[src/rtl/wdt_pkg.sv]
// rtl/wdt_pkg.sv - shared state encoding and decode helpers for the watchdog supervisor
package wdt_pkg;

   localparam int WDT_STATE_W = 2;

   typedef enum logic [WDT_STATE_W-1:0] {
      ST_IDLE = 2'd0,
      ST_RUN  = 2'd1,
      ST_WARN = 2'd2,
      ST_BITE = 2'd3
   } wdt_state_e;

   // Anything past IDLE freezes configuration until reset.
   function automatic logic is_locked(input wdt_state_e s);
      return s != ST_IDLE;
   endfunction

   function automatic logic is_counting(input wdt_state_e s);
      return (s == ST_RUN) || (s == ST_WARN);
   endfunction

endpackage

[src/rtl/wdt_counter.sv]
// rtl/wdt_counter.sv - watchdog up-counter with clear, increment enable and freeze
module wdt_counter #(
   parameter int CW = 16
) (
   input  logic          clk,
   input  logic          rstn,
   input  logic          i_clr,
   input  logic          i_inc,
   input  logic          i_freeze,
   output logic [CW-1:0] o_count
);

   logic [CW-1:0] r_count;

   // Clear dominates freeze so a fresh run always starts from zero.
   always_ff @(posedge clk or negedge rstn) begin
      if (!rstn) begin
         r_count <= '0;
      end else if (i_clr) begin
         r_count <= '0;
      end else if (i_inc && !i_freeze) begin
         r_count <= r_count + CW'(1);
      end
   end

   assign o_count = r_count;

endmodule

[src/rtl/wdt_supervisor.sv]
// rtl/wdt_supervisor.sv - windowed watchdog: config lock, kick window, warn and bite escalation
module wdt_supervisor
   import wdt_pkg::*;
#(
   parameter int CW    = 16,
   parameter int GRACE = 8
) (
   input  logic                   clk,
   input  logic                   rstn,
   input  logic                   cfg_valid,
   output logic                   cfg_ready,
   input  logic [CW-1:0]          cfg_timeout,
   input  logic [CW-1:0]          cfg_window,
   input  logic                   enable,
   input  logic                   kick,
   input  logic                   irq_ack,
   output logic                   irq_warn,
   output logic                   rst_req,
   output logic [WDT_STATE_W-1:0] state,
   output logic [CW-1:0]          count
);

   localparam logic [CW-1:0] GRACE_LAST = CW'(GRACE - 1);

   wdt_state_e    r_state;
   logic [CW-1:0] r_timeout;
   logic [CW-1:0] r_window;
   logic          r_cfg_ready;
   logic          r_irq_warn;
   logic          r_rst_req;

   logic [CW-1:0] w_count;
   logic [CW-1:0] w_new_timeout;
   logic [CW-1:0] w_new_window;
   logic          w_cfg_take;
   logic          w_in_run;
   logic          w_in_warn;
   logic          w_early;
   logic          w_run_viol;
   logic          w_run_kick;
   logic          w_run_expire;
   logic          w_warn_kick;
   logic          w_warn_expire;
   logic          w_clr;
   logic          w_inc;
   logic          w_freeze;

   // Zero timeout is promoted to 1; a window not shorter than the timeout disables windowing.
   assign w_cfg_take    = !is_locked(r_state) && cfg_valid;
   assign w_new_timeout = (cfg_timeout == '0) ? CW'(1) : cfg_timeout;
   assign w_new_window  = (cfg_window >= w_new_timeout) ? '0 : cfg_window;

   assign w_in_run      = (r_state == ST_RUN);
   assign w_in_warn     = (r_state == ST_WARN);
   assign w_early       = (w_count < r_window);
   assign w_run_viol    = w_in_run && kick && w_early;
   assign w_run_kick    = w_in_run && kick && !w_early;
   assign w_run_expire  = w_in_run && !kick && (w_count == r_timeout - CW'(1));
   assign w_warn_kick   = w_in_warn && kick;
   assign w_warn_expire = w_in_warn && !kick && (w_count == GRACE_LAST);

   // Counter decisions are made from the current state so count moves on the same edge as the FSM.
   assign w_clr    = !is_locked(r_state) || w_run_kick || w_run_expire || w_warn_kick;
   assign w_freeze = (r_state == ST_BITE) || w_run_viol || w_warn_expire;
   assign w_inc    = is_counting(r_state);

   wdt_counter #(
      .CW(CW)
   ) u_counter (
      .clk      (clk),
      .rstn     (rstn),
      .i_clr    (w_clr),
      .i_inc    (w_inc),
      .i_freeze (w_freeze),
      .o_count  (w_count)
   );

   always_ff @(posedge clk or negedge rstn) begin
      if (!rstn) begin
         r_state     <= ST_IDLE;
         r_timeout   <= '1;
         r_window    <= '0;
         r_cfg_ready <= 1'b1;
         r_irq_warn  <= 1'b0;
         r_rst_req   <= 1'b0;
      end else begin
         case (r_state)
            ST_IDLE: begin
               if (w_cfg_take) begin
                  r_timeout <= w_new_timeout;
                  r_window  <= w_new_window;
               end
               if (enable) begin
                  r_state     <= ST_RUN;
                  r_cfg_ready <= 1'b0;
               end
            end
            ST_RUN: begin
               if (w_run_viol) begin
                  r_state   <= ST_BITE;
                  r_rst_req <= 1'b1;
               end else if (w_run_expire) begin
                  r_state    <= ST_WARN;
                  r_irq_warn <= 1'b1;
               end
            end
            ST_WARN: begin
               if (w_warn_kick) begin
                  r_state    <= ST_RUN;
                  r_irq_warn <= 1'b0;
               end else begin
                  if (irq_ack) begin
                     r_irq_warn <= 1'b0;
                  end
                  if (w_warn_expire) begin
                     r_state   <= ST_BITE;
                     r_rst_req <= 1'b1;
                  end
               end
            end
            ST_BITE: begin
               r_rst_req <= 1'b1;
            end
         endcase
      end
   end

   assign cfg_ready = r_cfg_ready;
   assign irq_warn  = r_irq_warn;
   assign rst_req   = r_rst_req;
   assign state     = r_state;
   assign count     = w_count;

endmodule

[config.mk]
export PLATFORM = sky130hd
export DESIGN_NAME = wdt_supervisor
export DESIGN_NICKNAME = d
export VERILOG_FILES = /design/src/rtl/wdt_pkg.sv /design/src/rtl/wdt_counter.sv /design/src/rtl/wdt_supervisor.sv
export SDC_FILE = /design/constraint.sdc
export NUM_CORES = 1
export LEC_CHECK = 0
export BUFFER_PORTS_ARGS = -buffer_cell sky130_fd_sc_hd__buf_4
export CORE_MARGIN = 2
export CORE_UTILIZATION = 55
export DETAILED_ROUTE_END_ITERATION = 10
export PLACE_DENSITY = 0.86
export SETUP_SLACK_MARGIN = 0.2
export SKIP_CTS_REPAIR_TIMING = 1
export SYNTH_ARGS = -nofsm -noshare
export SYNTH_HDL_FRONTEND = slang
export SYNTH_SLANG_ARGS = --single-unit
[constraint.sdc]
create_clock -name clk -period 6.6 [get_ports clk]
set_input_delay 0.33 -clock clk [delete_from_list [all_inputs] [get_ports clk]]
set_output_delay 0.33 -clock clk [all_outputs]
set_load 0.01 [all_outputs]
# [Yosys cells after proc, flatten, opt, wreduce, memory -nomap -nowiden]
# Cells that the tools add are included.
[op_classes] mux=19 add_sub_neg=2 reduce_logical=32 magnitude_cmp=2 eq_ne=14
[ops] cell="2-to-1 mux 16 bit" n=4
[ops] cell="adder 16 x 1 -> 16 bit (second input constant)" n=1
[ops] cell="equality test 16 bit" n=1
[ops] cell="equality test 16 x 3 -> 1 bit (second input constant)" n=1
[ops] cell="greater-or-equal comparator 16 bit" n=1
[ops] cell="zero test 16 bit" n=1
[ops] cell="less-than comparator 16 bit" n=1
[ops] cell="subtractor 16 x 1 -> 16 bit (second input constant)" n=1
[ops] cell="AND reduction 4 bit" n=3
[ops] cell="logical AND 1 bit" n=10
[ops] cell="2-to-1 mux 2 bit" n=5
[ops] cell="2-to-1 mux 1 bit" n=7
[ops] cell="logical OR 1 bit" n=6
[ops] cell="!= test 2 x 1 -> 1 bit (second input constant)" n=3
[ops] cell="!= test 2 bit (second input constant)" n=3
[ops] cell="!= test 3 x 1 -> 1 bit (second input constant)" n=2
[ops] cell="case mux 2 bit (3 select lines)" n=1
[ops] cell="nonzero test 2 bit" n=3
[ops] cell="nonzero test 3 bit" n=2
[ops] cell="equality test 2 bit (second input constant)" n=2
[ops] cell="zero test 1 bit" n=4
[ops] cell="AND reduction 2 bit" n=2
[ops] cell="!= test 3 x 2 -> 1 bit (second input constant)" n=1
[ops] cell="case mux 1 bit (3 select lines)" n=1
[ops] cell="other kinds (3)" n=3
[word_totals] reg_bits=53

# [Longest topological paths before layout]
[depth] ltp_word=9 mapped_depth=12 depth_no_buf=10

# [By module]
# From an unflattened synthesis, not the netlist that was laid out.
[hier_totals] hier_cells=449 hier_area_um2=3985.1
[modules_own_cells] module="wdt_supervisor" instances=1 area_per_inst_um2=3179.3 cells_per_inst=367
[modules_own_cells] module="wdt_counter" instances=1 area_per_inst_um2=805.8 cells_per_inst=82

# [Worst setup path after synthesis]
# Ideal clock, no wire load.
[synth_path] kind="register to register" start="register r_timeout[0]" end="register r_state[1] (netlist: state[1])" setup_ps=124 required_time_ps=6476 path_slack_ps=3768 stages_incl_launch_ff=11 arrival_ps=2708 path_buffers=2 path_cell_list="dfstp_2 > clkbuf_1 > inv_1 > ha_1 > clkbuf_1 > or2b_1 > a311o_1 > a2111oi_4 > o2111ai_4 > mux2i_1 > a211o_1"
[synth_via] elab_chain_len=5
[synth_lines] item="from (decl)" line="wdt_supervisor.sv:26" source="logic [CW-1:0] r_timeout;"
[synth_lines] item="from (signal assigned)" line="wdt_supervisor.sv:90" source="r_timeout <= w_new_timeout;"
[synth_lines] item="subtractor 16 x 1 -> 16 bit" line="wdt_supervisor.sv:58" source="assign w_run_expire = w_in_run && !kick && (w_count == r_timeout - CW'(1));"
[synth_lines] item="equality test 16 bit" line="wdt_supervisor.sv:58"
[synth_lines] item="logical AND 1 bit" line="wdt_supervisor.sv:58"
[synth_lines] item="!= test 3 x 1 -> 1 bit (no source line)"
[synth_lines] item="AND reduction 4 bit (no source line)"
[synth_lines] item="to (signal assigned)" line="wdt_supervisor.sv:80" source="r_state <= ST_IDLE;"
[synth_lines] item="to (signal assigned)" line="wdt_supervisor.sv:94" source="r_state <= ST_RUN;"
[synth_lines] item="to (signal assigned)" line="wdt_supervisor.sv:100" source="r_state <= ST_BITE;"
[synth_lines] item="to (decl)" line="wdt_supervisor.sv:25" source="wdt_state_e r_state;"
# Every way passes these cells.
# A chain may end at the register's enable or synchronous reset.

# [Final worst setup path]
[layout_path] start="input port cfg_timeout[4]" end="register r_window[14]"
[layout_via] elab_chain_len=4
[layout_lines] item="from (decl)" line="wdt_supervisor.sv:12" source="input logic [CW-1:0] cfg_timeout,"
[layout_lines] item="zero test 16 bit" line="wdt_supervisor.sv:50" source="assign w_new_timeout = (cfg_timeout == '0) ? CW'(1) : cfg_timeout;"
[layout_lines] item="2-to-1 mux 16 bit" line="wdt_supervisor.sv:50"
[layout_lines] item="via w_new_timeout[0]" line="wdt_supervisor.sv:33" source="logic [CW-1:0] w_new_timeout;"
[layout_lines] item="greater-or-equal comparator 16 bit" line="wdt_supervisor.sv:51" source="assign w_new_window = (cfg_window >= w_new_timeout) ? '0 : cfg_window;"
[layout_lines] item="2-to-1 mux 16 bit" line="wdt_supervisor.sv:51"
[layout_lines] item="to (signal assigned)" line="wdt_supervisor.sv:91" source="r_window <= w_new_window;"
[layout_lines] item="to (decl)" line="wdt_supervisor.sv:27" source="logic [CW-1:0] r_window;"
# The timed path passes the listed nets, and every way through them passes these cells.

==> flow_metrics.py <==
metrics = {
    "status": {
        "status": "finished clean",
    },
    "timing": {
        "fin_crit_sh": 0.473,
        "fmax_mhz": 321,
        "fin_tns_setup_ns": 0,
        "grt_setup_unrepaired": "false",
        "finalSetupViolCount": 0,
        "worstMarginPinSlew_ns": 1.24,
        "post-route-min-period_ns": 3.12,
        "slew_viol_final": 0,
        "clock_skew_ns": 0.00494,
        "final-hold-violation-count": 0,
        "slew_headroom": 0.173,
    },
    "critical_path": {
        "critPathMaxFanout": 16,
        "critPathArrivalTime_ns": 3.36,
        "criticalPathCategory": "in2reg",
        "crit_required_ns": 6.84,
        "end_kind": "register",
        "cp-start-kind": "primary input",
    },
    "logic_synthesis": {
        "synth-seq-area-share": 0.349,
        "syn-cell-area_um2": 3860,
        "async_flop_share": 1.00,
        "post_synth_num_cell_types": 58,
        "synth_nets": 500,
        "synth-edff-count": 0,
        "syn_area_per_cell_um2": 9.09,
        "synth_seq_cells": 53,
        "ys.flop_type": "dfrtp_1",
        "ys_warn_count": 0,
        "synth_cells": 425,
    },
    "global_route": {
        "grt-ovfl-total": 0,
        "grt_max_degree": 54,
        "grt_use_total": 0.255,
        "grt_pass1_wl_mm": 15.5,
        "grt_antenna_before_repair": 0,
        "grt_pass1_vias": 3274,
    },
    "die": {
        "num_rows": 30,
        "start_util": 0.568,
        "die_w_um": 87.8,
        "io-pin-count": 59,
        "die_area_um2": 7710,
        "fp.coreArea_um2": 6790,
        "fp.dieH_um": 87.8,
    },
    "final_layout": {
        "multi_input_area_um2": 2270,
        "regArea_um2": 1350,
        "final_cells": 573,
        "utilization": 0.654,
        "drive_above_1_share": 0.203,
        "synthToLayoutAreaGrowth_pct": 15.1,
        "antenna_cells": 0,
        "fill_cells": 545,
        "fin_nets": 551,
    },
    "place": {
        "gp_congestion": 0.930,
        "dpl.hpwl_mm": 7.26,
        "numPortBuffers": 58,
        "place_inst": 565,
    },
    "clock_network": {
        "clkTransAtPathRegs_ns": 0.10,
        "htree_levels": 2,
        "cts_buffers": 5,
        "cts_root_buf": "clkbuf_8",
        "clk_latency_ns": 0.31,
        "numClockSinks": 53,
        "cts_buffer_depth": 2,
        "cts_tree": "done",
    },
    "route": {
        "drc_errors": 0,
        "vias": 3419,
        "drt-total-wl_mm": 9.26,
        "drt_iter0_markers": 251,
        "ant_nets": 0,
        "routed_via_density": 5.97,
        "wl_per_cell_um": 16.2,
        "dr.pass1.iters": 4,
    },
    "pwr": {
        "max-vdd-ir-drop_uv": 151,
        "switching_share": 0.434,
        "internal-power_mw": 0.858,
        "pwr-share-seq": 0.398,
        "switchingPower_mw": 0.658,
        "pwr-share-clk": 0.124,
        "p_leak_nw": 2.11,
        "power_frac_comb": 0.478,
        "cellPowerDensity_nw_per_um2": 341,
    },
    "flow_run": {
        "max_cap_violations": 0,
    },
    "hold_path": {
        "hp-class": "in2async",
    },
}
## sequential cells by signal, indices dropped and copies added (netlist names)
register and cells:
r_window 16, cfg_ready 1, state 2, rst_req 1
u_counter.o_count 16, irq_warn 1, r_timeout 16
## power by group through the flow
stage	Clock [mW]	Combinational, mW	Sequential, mW
final	0.188	0.725	0.603
after global routing	0.207	0.813	0.623
after CTS	0.191	0.723	0.600
after detailed placement	0	0.719	0.606
after global placement	0	0.690	0.597
after floorplan	0	0.579	0.555
## worst max-delay path, cell delays in order
cell	delay (ns)
buf_4	0.12
nor4_1	0.31
a41o_1	0.24
ha_1	0.23
nand2b_1	0.14
a21o_1	0.17
a21o_1	0.17
a211oi_1	0.27
o21ai_0	0.16
a21oi_1	0.96
a22o_1	0.25
## path summary, 6_finish.rpt
path	from	endpoint	slack, ns	cells past startpoint
max	cfg_timeout[4]	r_window[14]	3.48	11
max in group asynchronous	rstn	r_window[2]	6.14	1
min reg2reg	r_timeout[15]	r_timeout[15]	0.50	2
max reg2reg	u_counter.o_count[13]	u_counter.o_count[10]	3.61	9
min	rstn	u_counter.o_count[10]	0.04	1
min in group clk	cfg_window[13]	r_window[13]	0.25	2
## placed cells by master (no fill, tap or decap), drive strengths merged, types with 11 or more instances in the layout
| cell | n |
|---|---|
| nand2 | 31 |
| and3 | 11 |
| inv | 44 |
| a22o | 16 |
| xor2 | 18 |
| nor2 | 27 |
| ha | 37 |
| buf | 60 |
| o21ai | 26 |
| nand4 | 18 |
| dfstp | 17 |
| a21oi | 11 |
| nor3 | 15 |
| dfrtp | 36 |
## Yosys cell counts, types with 3 or more instances
master    count  area [µm²]
ha_1         37         463
nand4_1      18         113
and3_1       11        68.8
nand2b_1      4        25.0
nor3b_1       3        22.5
nand2_1      30         113
nand3_1       9        45.0
dfstp_2      17         447
a21o_1        5        37.5
o21ai_0      26         130
a21oi_1      11        55.1
a211o_1       3        26.3
and4_1        3        26.3
nor4_1        8        50.1
nor2_1       27         101
dfrtp_1      36         901
o211ai_1      4        30.0
clkbuf_1     13        48.8
nor2b_1       5        31.3
or3_1         4        25.0
inv_1        43         161
a22o_1       16         140
a22oi_1       3        22.5
and2_1        4        25.0
nor3_1       15        75.1
xnor2_1      10        87.6
xor2_1       18         158
## cell families after synthesis
kind of cell	after synthesis	synth area share
and+or+nand+nor	154	0.222
AOI/OAI and AO/OA	91	0.175
buffers and inverters	59	0.0622
DFF	53	0.349
adders and majority gates	37	0.120
xor gates and xnor gates	28	0.0635
muxes	3	0.00907
## routing by layer
metal  vias up  part of all wire  GRT usage
met1      1646              0.43      0.337
met4         0             0.016     0.0853
met2       122              0.48      0.427
li1       1639                 -          -
met5         -                 0          0
met3        12             0.064     0.0405
## cell type report
class / instances / area share
tap: 96 / 0.0270
clock inverter: 3 / 0.00479
timing repair buffer: 60 / 0.101
multi-input combinational: 313 / 0.512
clock buffer: 5 / 0.0155
sequential: 53 / 0.303
inverter: 43 / 0.0363
## stage by stage
| stage | setup WS (ns) | total power [mW] | hold WS (ns) | cell area [µm²] |
|---|---|---|---|---|
| 2_1_floorplan | 3.77 | 1.13 | 0.0344 | 3860 |
| 3_3_place_gp | 3.45 | 1.29 | 0.386 | 4350 |
| 3_5_place_dp | 3.18 | 1.33 | 0.405 | 4350 |
| 4_1_cts | 3.51 | 1.51 | 0.0690 | 4440 |
| 5_1_grt | 3.24 | 1.64 | 0.0887 | 4440 |
| 6_report | 3.48 | 1.52 | 0.0387 | 4440 |
(Power assumes the default switching activity.)
